$ cat src/rtl/stopwatch_if.sv
// Board-pin bundle for the stopwatch: push-button inputs and
// the multiplexed 7-segment display outputs.
interface stopwatch_if;
  logic       button_start;
  logic       button_stop;
  logic [3:0] anode_signals;
  logic [6:0] display_out;

  modport master (
    output button_start,
    output button_stop,
    input  anode_signals,
    input  display_out
  );

  modport slave (
    input  button_start,
    input  button_stop,
    output anode_signals,
    output display_out
  );
endinterface

$ cat src/rtl/stopwatch_top.sv
// SS.hh stopwatch: button sync, run flag, 100 Hz prescaler,
// four-digit BCD count and multiplexed 7-segment drive.
module stopwatch_top #(
  parameter int TICK_DIV    = 500000,
  parameter int REFRESH_DIV = 50000
) (
  input  logic        clk,
  input  logic        button_reset,
  stopwatch_if.slave  io
);

  localparam int PW = (TICK_DIV > 1) ? $clog2(TICK_DIV) : 1;
  localparam int RW = (REFRESH_DIV > 1) ? $clog2(REFRESH_DIV) : 1;
  localparam logic [PW-1:0] PRE_MAX = PW'(TICK_DIV - 1);
  localparam logic [RW-1:0] REF_MAX = RW'(REFRESH_DIV - 1);

  logic            start_s1_q, start_s2_q;
  logic            stop_s1_q, stop_s2_q;
  logic            running_q, running_d;
  logic [PW-1:0]   pre_q, pre_d;
  logic            tick;
  logic [3:0][3:0] dig_q, dig_d;
  logic [RW-1:0]   ref_q, ref_d;
  logic [1:0]      idx_q, idx_d;
  logic [3:0]      cur_dig;

  // Two-flop synchronizers for the asynchronous buttons
  always_ff @(posedge clk) begin
    if (button_reset) begin
      start_s1_q <= 1'b0;
      start_s2_q <= 1'b0;
      stop_s1_q  <= 1'b0;
      stop_s2_q  <= 1'b0;
    end else begin
      start_s1_q <= io.button_start;
      start_s2_q <= start_s1_q;
      stop_s1_q  <= io.button_stop;
      stop_s2_q  <= stop_s1_q;
    end
  end

  // Run flag, prescaler and display scan next state
  always_comb begin
    running_d = running_q;
    if (stop_s2_q)
      running_d = 1'b0;
    else if (start_s2_q)
      running_d = 1'b1;

    tick  = 1'b0;
    pre_d = pre_q;
    if (running_q) begin
      if (pre_q == PRE_MAX) begin
        pre_d = '0;
        tick  = 1'b1;
      end else begin
        pre_d = pre_q + 1'b1;
      end
    end

    idx_d = idx_q;
    ref_d = ref_q + 1'b1;
    if (ref_q == REF_MAX) begin
      ref_d = '0;
      idx_d = idx_q + 2'd1;
    end
  end

  // BCD ripple: each digit wraps 9->0 and carries upward
  always_comb begin
    logic carry;
    dig_d = dig_q;
    carry = tick;
    for (int i = 0; i < 4; i++) begin
      if (carry) begin
        if (dig_q[i] == 4'd9) begin
          dig_d[i] = 4'd0;
        end else begin
          dig_d[i] = dig_q[i] + 4'd1;
          carry    = 1'b0;
        end
      end
    end
  end

  // State registers; reset clears count, phase and scan
  always_ff @(posedge clk) begin
    if (button_reset) begin
      running_q <= 1'b0;
      pre_q     <= '0;
      dig_q     <= '0;
      ref_q     <= '0;
      idx_q     <= 2'd0;
    end else begin
      running_q <= running_d;
      pre_q     <= pre_d;
      dig_q     <= dig_d;
      ref_q     <= ref_d;
      idx_q     <= idx_d;
    end
  end

  // Active-low digit select and segment decode
  always_comb begin
    cur_dig          = dig_q[idx_q];
    io.anode_signals = ~(4'b0001 << idx_q);
    case (cur_dig)
      4'd0:    io.display_out = 7'b1000000;
      4'd1:    io.display_out = 7'b1111001;
      4'd2:    io.display_out = 7'b0100100;
      4'd3:    io.display_out = 7'b0110000;
      4'd4:    io.display_out = 7'b0011001;
      4'd5:    io.display_out = 7'b0010010;
      4'd6:    io.display_out = 7'b0000010;
      4'd7:    io.display_out = 7'b1111000;
      4'd8:    io.display_out = 7'b0000000;
      4'd9:    io.display_out = 7'b0010000;
      default: io.display_out = 7'b1111111;
    endcase
  end

endmodule

$ cat src/flat_wrapper.sv
// flat-port wrapper written by rule: the top's interface ports become plain ports
module stopwatch_top_flat 
#(
  parameter int TICK_DIV    = 500000,
  parameter int REFRESH_DIV = 50000
)
  (clk, button_reset, io_button_start, io_button_stop, io_anode_signals, io_display_out);
  stopwatch_if io_i ();
  input  logic clk;
  input  logic button_reset;
  input wire logic [$bits(io_i.button_start)-1:0] io_button_start;
  input wire logic [$bits(io_i.button_stop)-1:0] io_button_stop;
  output wire logic [$bits(io_i.anode_signals)-1:0] io_anode_signals;
  output wire logic [$bits(io_i.display_out)-1:0] io_display_out;
  assign io_i.button_start = io_button_start;
  assign io_i.button_stop = io_button_stop;
  assign io_anode_signals = io_i.anode_signals;
  assign io_display_out = io_i.display_out;
  stopwatch_top #(.TICK_DIV(TICK_DIV), .REFRESH_DIV(REFRESH_DIV)) u_core (.clk(clk), .button_reset(button_reset), .io(io_i));
endmodule
$ cat config.mk
export PLATFORM = sky130hd
export DESIGN_NAME = stopwatch_top_flat
export DESIGN_NICKNAME = d
export VERILOG_FILES = /design/src/rtl/stopwatch_if.sv /design/src/rtl/stopwatch_top.sv /design/src/flat_wrapper.sv
export SDC_FILE = /design/constraint.sdc
export NUM_CORES = 1
export LEC_CHECK = 0
export CAP_MARGIN = 20
export CORE_MARGIN = 3
export CORE_UTILIZATION = 50
export CTS_CLUSTER_DIAMETER = 40
export DETAILED_ROUTE_END_ITERATION = 7
export HOLD_SLACK_MARGIN = 0.05
export PLACE_DENSITY = 0.68
export SETUP_SLACK_MARGIN = 0.3
export SYNTH_ARGS = -nofsm -noshare
export SYNTH_HDL_FRONTEND = slang
export SYNTH_SLANG_ARGS = --single-unit
$ cat constraint.sdc
create_clock -name clk -period 6.7 [get_ports clk]
set_clock_uncertainty 0.1 [all_clocks]
set_input_delay 1.005 -clock clk [delete_from_list [all_inputs] [get_ports clk]]
set_output_delay 1.005 -clock clk [all_outputs]
set_load 0.02 [all_outputs]
**After elaboration in Yosys (flattened, before gate mapping)**

Memories as Yosys holds them, arrays and structs flattened.
Cells that the tools add are included.

- Flip-flop bits (word level): 58
- Bits in read-only memories: 112
- Input bits: 4
- Output and inout bits: 11
- Word-level logic and storage cells: 46
- Memories kept: 1

- $add $sub $neg: 7
- Order comparisons: 1
- Equal/unequal tests: 6
- Shifts and indexed selects: 1
- Muxes and demuxes: 15
- Bitwise operators: 1
- Reduce and logical (&&, ||, !) cells: 2

Memory list:

| name | depth | width | read ports | clocked after Yosys merged registers in | write ports | line | source |
|---|---|---|---|---|---|---|---|
| (no name shown) | 16 | 7 | 1 | 0 | 0 | stopwatch_top.sv:107 | `case (cur_dig)` |

Operator list:

| cell | number |
|---|---|
| 4-bit two-way mux | 5 |
| 19-bit by 1-bit adder with 19-bit output, second input constant | 1 |
| 19-bit equality test, second input constant | 1 |
| 19-bit two-way mux | 1 |
| 16-bit by 1-bit adder with 16-bit output, second input constant | 1 |
| 4-bit by 1-bit adder with 4-bit output, second input constant | 4 |
| 16-bit equality test, second input constant | 1 |
| 4-bit equality test, second input constant | 4 |
| 4-bit binary-select mux with 2-bit select | 1 |
| 1-bit two-way mux | 8 |
| 4-bit NOT | 1 |
| 2-bit OR reduction | 2 |
| 1-bit by 2-bit << shifter with 4-bit output, first input constant | 1 |
| 2-bit by 3-bit < comparator with 1-bit output, second input constant | 1 |
| 2-bit by 1-bit adder with 2-bit output, second input constant | 1 |

**Longest topological paths before layout**

Gate-level depths: netlist of run 1.

- Word-level depth: 6
- Gate-level depth with buffers: 8
- Depth with buffers taken out: 6

**Least setup slack after synthesis of run 1**

Ideal clock, no wire load.

- Path kind: register to output
- Start point: register u_core.idx_q[0]
- End point: output port io_display_out[1]
- Data arrival time: 2.076 ns
- Data required time: 5.595 ns
- Slack: 3.519 ns
- Cell stages (with the launch flop): 7
- Path through: dfxtp_1 clkbuf_1 mux4_2 inv_1 ha_1 nor2_1 o21ai_0

- Cells in the longest elaborated chain, start to end: 3

Ends and longest elaborated chain:

| what | line | source |
|---|---|---|
| start: declaration | stopwatch_top.sv:24 | `logic [1:0] idx_q, idx_d;` |
| start signal: assignment | stopwatch_top.sv:99 | `idx_q <= idx_d;` |
| 4-bit binary-select mux with 2-bit select | stopwatch_top.sv:105 | `cur_dig = dig_q[idx_q];` |
| 4-bit two-way mux (not written as such) | stopwatch_top.sv:105 |  |
| memory 16 x 7 bit | - |  |
| end: declaration | flat_wrapper.sv:14 | `output wire logic [$bits(io_i.display_out)-1:0] io_display_out;` |

Every way passes these cells. The select of a mux whose other input is x is not followed.

**Worst setup path after layout of run 1**

- Start point: register u_core.idx_q[0]
- End point: output port io_display_out[3]

Same word-level chain as after synthesis.

==> metrics.md, run 1 <==
| Metric | Value |
|---|---|
| Max IR drop VDD | `0.189 mV` |
| Path type of the worst min-delay path | `reg -> reg` |
| Clock tree from TritonCTS | `yes` |
| Area share of fa/ha/maj cells after synthesis | `4.60%` |
| Clock buffer count from CTS | `9` |
| Worst slew margin | `between 30% and 40%` |
| Min setup slack post-route | `2.80 ns` |
| Number of synthesized flops with an enable pin | `0` |
| Post-Synth XOR/XNOR Area | `between 10% and 20%` |
| Post-CTS setup buffer count | `0` |
| CORE AREA | `0.00564 mm2` |
| Fraction of final layout cells sized beyond drive strength 1 | `between 8 and 9%` |
| Most used standard cells in the synthesized netlist | `58 x sky130_fd_sc_hd__dfxtp_1, 57 x sky130_fd_sc_hd__nor2_1, 28 x sky130_fd_sc_hd__nand2_1` |
| Average detailed-routed wire length per instance | `about 12 um` |
| P&R area growth vs syn | `11.3%` |
| Via count | `2397` |
| Effective utilization at floorplan | `53.0%` |
| Post-synthesis cell area | `0.00299 mm2` |
| R2r endpoint | `u_core.dig_q[14]` |
| Worst-margin pin slew | `0.897 ns` |
| Endpoint of the worst hold-timing path | `u_core.running_q` |
| Final-layout fill cell count | `around 500` |
| Final-report max-slew violation count | `0` |
| Count of antenna diodes in the layout | `0` |
| Clock insertion delay at the later pin of the skew report | `about 0.34 ns` |
| GRT Residual Overflow | `0` |
| Syn Inst Count | `around 350` |
| Row count | `27` |
| Leading register cell type out of synthesis | `sky130_fd_sc_hd__dfxtp_1` |
| Routed via count divided by cell count | `5.41` |
| Io pins | `15` |
| Maximum number of pins on one net before global-route repair | `26` |
| Count of distinct cell types in the synthesized netlist | `49` |
| Leading cell types by total area after synthesis | `sky130_fd_sc_hd__dfxtp_1 39%, sky130_fd_sc_hd__nor2_1 7.2%, sky130_fd_sc_hd__xnor2_1 5.9%` |
| Number of global-route vias before repair | `2216` |
| Largest buffer count on any clock path | `2` |
| Setup TNS | `0 ns` |
| Synthesized netlist net count | `between 300 and 400` |
| Height of the die | `83.3 um` |
| Dominant cell by count in the synthesized netlist | `sky130_fd_sc_hd__dfxtp_1` |
| PD cells | `193 mW/mm2` |
| Maximum achievable frequency | `257 MHz` |
| Area fraction in and, or, nand and nor cells after synthesis | `a little under a third` |
| Endpoint class of the critical path | `output port` |
| Clock transition at the registers of the reported paths | `0.07 ns` |
| Global routing usage summed across all routing layers | `~17%` |
| DRC errors left | `0` |
| Area fraction of the dominant cell type after synthesis | `38.8%` |
| IO Port Bufs | `14` |
| Cell count of the worst reg-to-reg path | `5` |
| CTS H-Tree Depth | `3` |
| Yosys reg bits | `58` |
| Router iterations before antenna repair | `4` |
| Post-synthesis compound-gate area fraction | `6.70%` |
| Remaining antenna violation count | `0` |
| Post-DP HPWL | `3.83 mm` |
| Global-route wire length before repair | `9.80 mm` |
| Count of endpoints failing setup in the final report | `0` |
| Startpoint kind of the worst setup timing path | `register` |
| Period utilisation layout | `58.1%` |
| Category of the critical setup timing path | `reg -> out` |
| Total of max-cap violations | `0` |
| Post-Synthesis Mean Instance Area | `between 8 and 9 um2` |
| Run status | `finished, final reports clean` |
| Data required, critical path | `5.59 ns` |
| Arrival time worst endpoint | `2.79 ns` |
| LEAKAGE | `1.14 nW` |
| Number of DRC markers in iteration 0 | `127` |
| Fraction of synthesized area in multiplexers | `3.98%` |
| Cell count of the worst hold path | `1` |
| RePlAce Congestion | `0.807` |
| Die W | `between 80 and 90 um` |
| Synth async-reset ratio | `0%` |
| WL final | `5.42 mm` |
| Hold-fix buffers, CTS | `0` |
| Clock Sinks | `58` |
| Main combinational cell family by area after synthesis | `simple AND/OR/NAND/NOR gates` |
| Initial antenna violation count | `0` |
| Post-cts gate resize count | `0` |
| Sequential area share after synthesis | `38.8%` |
| DIE AREA | `0.00694 mm2` |
| Post-layout min period | `3.90 ns` |
| Post-synthesis cell type with the largest combined area | `sky130_fd_sc_hd__dfxtp_1` |
| Setup repair after global routing missed its margin | `no` |
| Largest fanout of any net on the critical path | `8` |
| Register-to-register setup slack | `4.12 ns` |
| Reg-to-reg startpoint | `u_core.pre_q[3]` |
| DP Worst Slack | `3.15 ns` |
| Total number of nets in the final design | `about 380` |
| Root Buffer Master | `sky130_fd_sc_hd__clkbuf_8` |
| Synthesis warning total | `0` |
| Min-delay src | `u_core.stop_s2_q` |
| Final Hold Violating Endpoints | `0` |
==> power breakdown <==
group / total (mW) / internal, mW / leakage [nW] / switching [mW]
registers: 0.351 / 0.348 / 0.469 / 0.00233
logic: 0.0128 / 0.00500 / 0.587 / 0.00778
clock network: 0.278 / 0.142 / 0.0851 / 0.136
==> area by class of cell <==
class                      instances  area, um2  area share, %
multi-input combinational        265       1690           50.9
sequential                        58       1160           34.9
timing repair buffer              15        148           4.44
clock buffer                      11        141           4.25
tap                               72       90.1           2.71
inverter                          17       63.8           1.92
clock inverter                     5       30.0          0.903
==> metal layers <==
metal  global-route usage [%]  share of wire [%]  up-vias
li1                         -                  -     1234
met1                     21.7                 49     1113
met2                     27.0                 46       43
met3                     5.36                3.9        7
met4                     6.24                1.6        0
met5                        0                  0        -
==> worst max-delay path: stages (launching register included) <==
cell	delay, ns
sky130_fd_sc_hd__dfxtp_1	0.55
sky130_fd_sc_hd__mux4_2	0.63
sky130_fd_sc_hd__inv_1	0.18
sky130_fd_sc_hd__ha_1	0.27
sky130_fd_sc_hd__a22oi_1	0.20
sky130_fd_sc_hd__clkdlybuf4s50_1	0.64
==> worst max path at each step <==
| stage | startpoint | end | slack [ns] | depth (start not counted) |
|---|---|---|---|---|
| after floorplan | u_core.idx_q[0] | io_display_out[1] | 3.52 | 6 |
| after global placement | u_core.idx_q[0] | io_display_out[3] | 3.24 | 5 |
| after detailed placement | u_core.idx_q[0] | io_display_out[3] | 3.15 | 5 |
| after CTS | u_core.idx_q[0] | io_display_out[3] | 2.79 | 5 |
| after global routing | u_core.idx_q[0] | io_display_out[3] | 2.58 | 6 |
| final | u_core.idx_q[0] | io_display_out[3] | 2.80 | 5 |
==> cells in the final DEF, fill, tap and decap left out, types with 10 or more instances in the layout <==
master                            synthesis  layout
sky130_fd_sc_hd__nand3_1                 13      13
sky130_fd_sc_hd__nor2_1                  57      57
sky130_fd_sc_hd__dfxtp_1                 58      58
sky130_fd_sc_hd__nor2b_1                 13      13
sky130_fd_sc_hd__clkbuf_8                 1      10
sky130_fd_sc_hd__nand2_1                 28      28
sky130_fd_sc_hd__clkdlybuf4s50_1          0      14
sky130_fd_sc_hd__xnor2_1                 20      20
sky130_fd_sc_hd__inv_1                   17      17
sky130_fd_sc_hd__nand4_1                 11      11
sky130_fd_sc_hd__o21ai_0                 11      11
sky130_fd_sc_hd__xor2_1                  18      18
sky130_fd_sc_hd__ha_1                    11      11
sky130_fd_sc_hd__a21oi_1                 14      14
==> kinds of logic (layout without fill, tap and decap cells) <==
logic type | count (synthesis) | after routing
buffers and inverters | 29 | 48
xor gates and xnor gates | 38 | 38
and+or+nand+nor | 173 | 173
muxes | 8 | 8
adders and majority gates | 11 | 11
AOI/OAI and AO/OA | 35 | 35
DFF | 58 | 58
==> registers in the layout (all words and copies together) (netlist names) <==
signal / cells
u_core.dig_q: 16
u_core.idx_q: 2
u_core.pre_q: 19
u_core.ref_q: 16
u_core.running_q: 1
u_core.start_s1_q: 1
u_core.start_s2_q: 1
u_core.stop_s1_q: 1
u_core.stop_s2_q: 1
==> per-stage QoR <==
step / power, mW / area [um2] / hold slack [ns] / instances / utilization (%)
after detailed placement: 0.371 / 3160 / 0.280 / 427 / 55.9
after global placement: 0.371 / 3160 / 0.276 / 427 / 55.9
after global routing: 0.667 / 3330 / 0.318 / 443 / 59.0
final: 0.641 / 3330 / 0.289 / 443 / 59.0
after CTS: 0.649 / 3330 / 0.294 / 443 / 59.0
after floorplan: 0.368 / 2990 / 0.273 / 352 / -
(Power assumes the default switching activity.)
==> run 2, diff against run 1 <==
clock period = 3.7 ns   (was 6.7 ns; I/O delays follow)
==> run 2 against run 1 <==
  * Total power is 100% higher
  * Sequential power up 81%
  * Combinational power is 81% higher
  * Sequential share of layout area is 0.42 points lower
  * Setup slack worse by 2.3 ns
  * Clock power grew 130%
  * Cell area is 1.5% higher
  * Sequential cell count did not move
  * Non-clock buffer count did not move
  * Largest power group is now clock
==> metrics.md, run 2 (synthesized netlist as in run 1, its figures left out) <==
| Metric | Value |
|---|---|
| PD cells | `384 mW/mm2` |
| Router iterations before antenna repair | `5` |
| Average detailed-routed wire length per instance | `12.7 um` |
| Number of flip-flops under the largest register name | `19` |
| Global-route track usage on met1 | `23.2%` |
| Maximum achievable frequency | `309 MHz` |
| Fraction of final layout cells sized beyond drive strength 1 | `between 8 and 9%` |
| Switching power summed over all nets | `0.262 mW` |
| Clock transition at the registers of the reported paths | `0.07 ns` |
| Setup repair after global routing missed its margin | `no` |
| Root Buffer Master | `sky130_fd_sc_hd__clkbuf_8` |
| Count of antenna diodes in the layout | `0` |
| Clock tree from TritonCTS | `yes` |
| Highest-count cells in the layout ignoring fill and taps | `57 x sky130_fd_sc_hd__nor2_1, 57 x sky130_fd_sc_hd__dfxtp_1, 28 x sky130_fd_sc_hd__nand2_1` |
| Layer carrying the most global-route usage | `met2` |
| Row count | `27` |
| Endpoint class of the critical path | `output port` |
| Run status | `finished, final reports clean` |
| Category of the critical setup timing path | `reg -> out` |
| Via count | `2383` |
| Internal portion of total power | `1.03 mW` |
| WL final | `about 5.6 mm` |
| Worst-margin pin slew | `0.960 ns` |
| CTS H-Tree Depth | `3` |
| Final-report max-slew violation count | `0` |
| Clock Sinks | `58` |
| Worst slew margin | `35.4%` |
| Series of cell instances along the critical path | `mux4_2, inv_1, ha_1, a22oi_1, clkdlybuf4s50_1` |
| Effective utilization at floorplan | `53.0%` |
| Clock buffer count from CTS | `9` |
| Number of global-route vias before repair | `around 2200` |
| Arrival time worst endpoint | `2.58 ns` |
| Routed via count divided by cell count | `approximately 5.4` |
| Initial antenna violation count | `0` |
| LEAKAGE | `~1.2 nW` |
| Hold-fix buffers, CTS | `0` |
| Height of the die | `83.3 um` |
| Clock insertion delay at the later pin of the skew report | `0.33 ns` |
| Post-CTS setup buffer count | `0` |
| Path type of the worst min-delay path | `reg -> reg` |
| Remaining antenna violation count | `0` |
| Register name with the most flops | `u_core.pre_q` |
| Global-route wire length before repair | `10.1 mm` |
| Setup TNS | `0 ns` |
| Die W | `83.3 um` |
| Data required, critical path | `3.04 ns` |
| Max IR drop VDD | `between 0.3 and 0.4 mV` |
| Count of endpoints failing setup in the final report | `0` |
| Clock power frac | `49.3%` |
| Post-layout min period | `3.24 ns` |
| GR Layer Usage met2 | `26.8%` |
| DRC errors left | `0` |
| Sequential fraction of design power | `48.9%` |
| Number of DRC markers in iteration 0 | `126` |
| RePlAce Congestion | `0.807` |
| Combinational share of power | `1.8%` |
| Met3 Usage GRT | `5.75%` |
| IO Port Bufs | `14` |
| Largest buffer count on any clock path | `2` |
| Final Hold Violating Endpoints | `0` |
| Maximum number of pins on one net before global-route repair | `26` |
| CORE AREA | `0.00564 mm2` |
| Slowest library cell on the worst path | `sky130_fd_sc_hd__clkdlybuf4s50_1` |
| DP Worst Slack | `about 0.61 ns` |
| Global routing usage summed across all routing layers | `17.4%` |
| Post-DP HPWL | `3.90 mm` |
| Peak per-stage delay on the critical path | `between 0.6 and 0.7 ns` |
| Largest fanout of any net on the critical path | `8` |
| Startpoint kind of the worst setup timing path | `register` |
| DIE AREA | `0.00694 mm2` |
| P&R area growth vs syn | `13.0%` |
| Io pins | `15` |
| Largest regs | `u_core.pre_q x19, u_core.dig_q x16, u_core.ref_q x16` |
| Fraction of power spent switching nets | `around a fifth` |
| Total number of nets in the final design | `381` |
| Period utilisation layout | `87.5%` |
| Total of max-cap violations | `0` |
| GRT Residual Overflow | `0` |
| Min setup slack post-route | `around 0.46 ns` |
## run 2: critical path, delay by kind of cell (launching register included)
| family | cells | cell delay (ns) |
|---|---|---|
| buffers and inverters | 2 | 0.81 |
| multiplexers | 1 | 0.58 |
| flip-flops | 1 | 0.42 |
| adder cells (fa/ha/maj) | 1 | 0.27 |
| AO/OA/AOI/OAI | 1 | 0.18 |
## run 2: final cells by class
type	count	area, um2
timing repair buffer	15	148
tap	72	90.1
inverter	17	63.8
clock buffer	11	141
fill	497	2260
sequential	58	1160
clock inverter	5	77.6
multi-input combinational	265	1690
## run 2: power groups by stage
stage	registers (mW)	logic (mW)	clock network [mW]
after CTS	0.635	0.0237	0.655
after floorplan	0.648	0.0181	0
final	0.634	0.0232	0.639
after global routing	0.634	0.0267	0.691
after detailed placement	0.649	0.0234	0
after global placement	0.649	0.0233	0
## run 2: metrics by stage
step                power, mW  std cells  cell area, um2  utilization (%)  hold WS, ns
floorplan               0.666        352            2990                -        0.273
global placement        0.672        427            3160             55.9        0.277
detailed placement      0.672        427            3160             55.9        0.283
CTS                      1.31        443            3380             59.8        0.293
global route             1.35        443            3380             59.9        0.323
finish                   1.30        443            3380             59.9        0.289
## run 2: timing repair
action / CTS / global route
gates resized for setup: 1 / 1
endpoints found under the setup margin: 2 / 3
pin swaps: 0 / 0
cloned: 0 / 0
## run 2: path summary, 6_finish.rpt
path / startpoint / endpoint / depth (start not counted) / slack (ns)
setup / recovery: u_core.idx_q[0] / io_display_out[3] / 5 / 0.46
hold / removal: u_core.stop_s2_q / u_core.running_q / 1 / 0.29
setup reg to reg: u_core.pre_q[3] / u_core.dig_q[14] / 5 / 1.14
hold reg to reg: u_core.stop_s2_q / u_core.running_q / 1 / 0.29
## run 2: routing by layer
metal	routed length [um]	vias to the layer above
met5	0	-
met2	2590	35
met1	2760	1103
met4	57	0
met3	194	7
li1	-	1238
==> run 3, diff against run 2 <==
CORE_UTILIZATION = 60   (was 50)
PLACE_DENSITY = 0.8   (was 0.68)
==> run 3 against run 2 <==
  * Setup slack improved by 0.024 ns
  * Clock power fell by 22%
  * Register-to-register slack got worse by 0.05 ns
  * Critical endpoint is now io_display_out[0]
  * Global-route usage rose by 3.0 points
  * Largest cell class unchanged
  * Cell area fell by 1.5%
  * Highest routed layer unchanged
  * Sequential share of layout area rose by 0.53 points
  * Core utilization rose by 10 points
  * Routed wire length fell by 5.5%
  * Critical path type unchanged
==> metrics.md, run 3 (synthesized netlist as in run 1, its figures left out) <==
| Metric | Value |
|---|---|
| RePlAce Congestion | `0.837` |
| Peak per-stage delay on the critical path | `0.61 ns` |
| Standard cell area after detailed placement | `0.00315 mm2` |
| Average detailed-routed wire length per instance | `12.1 um` |
| Global-route track usage on met1 | `24.5%` |
| Clock insertion delay at the later pin of the skew report | `0.33 ns` |
| Path type of the worst min-delay path | `reg -> reg` |
| Remaining antenna violation count | `0` |
| Final-report max-slew violation count | `0` |
| Post-placement cell count | `between 400 and 500` |
| Run status | `finished, final reports clean` |
| Global routing usage summed across all routing layers | `about a fifth` |
| Series of cell instances along the critical path | `mux4_2, inv_1, ha_1, o21ai_0, a21oi_1, clkdlybuf4s50_1` |
| Total number of nets in the final design | `381` |
| Register-to-register setup slack | `1.09 ns` |
| CORE AREA | `0.00475 mm2` |
| Setup repair after global routing missed its margin | `no` |
| Layer carrying the most global-route usage | `met2` |
| Endpoint of the worst hold-timing path | `u_core.running_q` |
| Worst-margin pin slew | `0.837 ns` |
| Startpoint kind of the worst setup timing path | `register` |
| Post-DP HPWL | `3.84 mm` |
| GRT Residual Overflow | `0` |
| Clock tree from TritonCTS | `yes` |
| Crit path buf inv count | `2` |
| Design Area, Final | `0.00333 mm2` |
| Clock Sinks | `58` |
| Min-delay src | `u_core.stop_s2_q` |
| Setup TNS | `0 ns` |
| Total of max-cap violations | `0` |
| Number of global-route vias before repair | `2288` |
| DRC errors left | `0` |
| Largest fanout of any net on the critical path | `8` |
| DIE AREA | `0.00586 mm2` |
| GR Layer Usage met2 | `34.4%` |
| Final-layout fill cell count | `400` |
| Row count | `25` |
| Footprint of the flip-flops and latches | `0.00116 mm2` |
| Endpoint class of the critical path | `output port` |
| Height of the die | `76.6 um` |
| Number of DRC markers in iteration 0 | `126` |
| Reg-to-reg startpoint | `u_core.pre_q[3]` |
| Routed via count divided by cell count | `5.37` |
| Root Buffer Master | `sky130_fd_sc_hd__clkbuf_8` |
| Effective utilization at floorplan | `62.9%` |
| Highest-count cells in the layout ignoring fill and taps | `57 x sky130_fd_sc_hd__nor2_1, 57 x sky130_fd_sc_hd__dfxtp_1, 28 x sky130_fd_sc_hd__nand2_1` |
| Clock transition at the registers of the reported paths | `around 0.070 ns` |
| Count of antenna diodes in the layout | `0` |
| Worst slew margin | `43.7%` |
| Max IR drop VDD | `~0.37 mV` |
| Number of flip-flops under the largest register name | `19` |
| P&R area growth vs syn | `11.3%` |
| Register name with the most flops | `u_core.pre_q` |
| Slowest library cell on the worst path | `sky130_fd_sc_hd__clkdlybuf4s50_1` |
| Cell count of the worst reg-to-reg path | `5` |
| Period utilisation layout | `between 80% and 90%` |
| Sum of internal, switching and leakage power | `between 1 and 1.5 mW` |
| DP Worst Slack | `0.620 ns` |
| WL final | `5.30 mm` |
| Largest buffer count on any clock path | `2` |
| Min setup slack post-route | `just under 0.5 ns` |
| Arrival time worst endpoint | `2.56 ns` |
| LEAKAGE | `1.16 nW` |
| Global-route wire length before repair | `a little under 10 mm` |
| Via count | `2354` |
| Count of endpoints failing setup in the final report | `0` |
| Post-CTS setup buffer count | `0` |
| Fraction of final layout cells sized beyond drive strength 1 | `8.36%` |
| Die W | `76.6 um` |
| Io pins | `15` |
| Non-Filler Instances | `438` |
| Data required, critical path | `3.04 ns` |
| Clock buffer count from CTS | `9` |
| Family of cells with the greatest summed delay on the critical path | `buffers and inverters` |
| R2r endpoint | `u_core.dig_q[13]` |
| Cell count of the worst hold path | `1` |
| Largest regs | `u_core.pre_q x19, u_core.dig_q x16, u_core.ref_q x16` |
| Initial antenna violation count | `0` |
| Maximum achievable frequency | `311 MHz` |
| CTS H-Tree Depth | `3` |
| Multi-input gate area in the final layout | `0.00169 mm2` |
| Final Hold Violating Endpoints | `0` |
| IO Port Bufs | `14` |
| Post-layout min period | `3.21 ns` |
| Met3 Usage GRT | `~6%` |
| Router iterations before antenna repair | `4` |
| PD cells | `347 mW/mm2` |
| Maximum number of pins on one net before global-route repair | `26` |
| Category of the critical setup timing path | `reg -> out` |
-- run 3: cell types whose count changed in the layout (fill, tap and decap cells not counted) --
cell | before | now
sky130_fd_sc_hd__clkinvlp_4 | 1 | 2
sky130_fd_sc_hd__dlymetal6s2s_1 | 0 | 1
sky130_fd_sc_hd__clkinv_2 | 2 | 3
sky130_fd_sc_hd__clkdlybuf4s50_1 | 14 | 13
sky130_fd_sc_hd__bufinv_16 | 2 | 0
-- run 3: through the flow --
step | hold slack (ns) | util (%)
global placement | 0.279 | 66.2
floorplan | 0.273 | -
finish | 0.289 | 70.0
global route | 0.319 | 70.0
detailed placement | 0.285 | 66.2
CTS | 0.294 | 69.9
-- run 3: cell type report --
| cell class | instances | share of cell area [%] |
|---|---|---|
| Sequential cell | 58 | 35.0 |
| Clock buffer | 11 | 4.25 |
| Tap cell | 67 | 2.52 |
| Timing Repair Buffer | 15 | 4.51 |
| Inverter | 17 | 1.92 |
| Multi-Input combinational cell | 265 | 50.9 |
| Clock inverter | 5 | 0.903 |
-- run 3: what timing repair did --
| item | 4_1_cts | 5_1_grt |
|---|---|---|
| gates resized for setup | 1 | 2 |
| setup endpoints to repair | 2 | 2 |
| pin swaps | 0 | 0 |
| hold buffers | 0 | 0 |
-- run 3: metal layers --
metal | part of all wire, % | vias up
met5 | 0 | -
met4 | 1.7 | 0
met3 | 3.2 | 7
met2 | 46 | 35
met1 | 49 | 1072
li1 | - | 1240
-- run 3: power breakdown --
group,leakage (nW),total (mW),switching (mW),internal [mW]
Sequential,0.469,0.634,0.00426,0.630
Combinational,0.605,0.0227,0.0137,0.00901
Clock,0.0851,0.497,0.240,0.257
Total,1.16,1.15,0.258,0.896
-- run 3: how the worst max path moves through the flow --
stage,slack (ns),endpoint,depth (start not counted),from
after floorplan,0.97,io_display_out[1],6,u_core.idx_q[0]
after global placement,0.69,io_display_out[3],6,u_core.idx_q[0]
after detailed placement,0.62,io_display_out[3],5,u_core.idx_q[0]
after CTS,0.40,io_display_out[3],5,u_core.idx_q[0]
after global routing,0.37,io_display_out[0],6,u_core.idx_q[0]
final,0.49,io_display_out[0],6,u_core.idx_q[0]
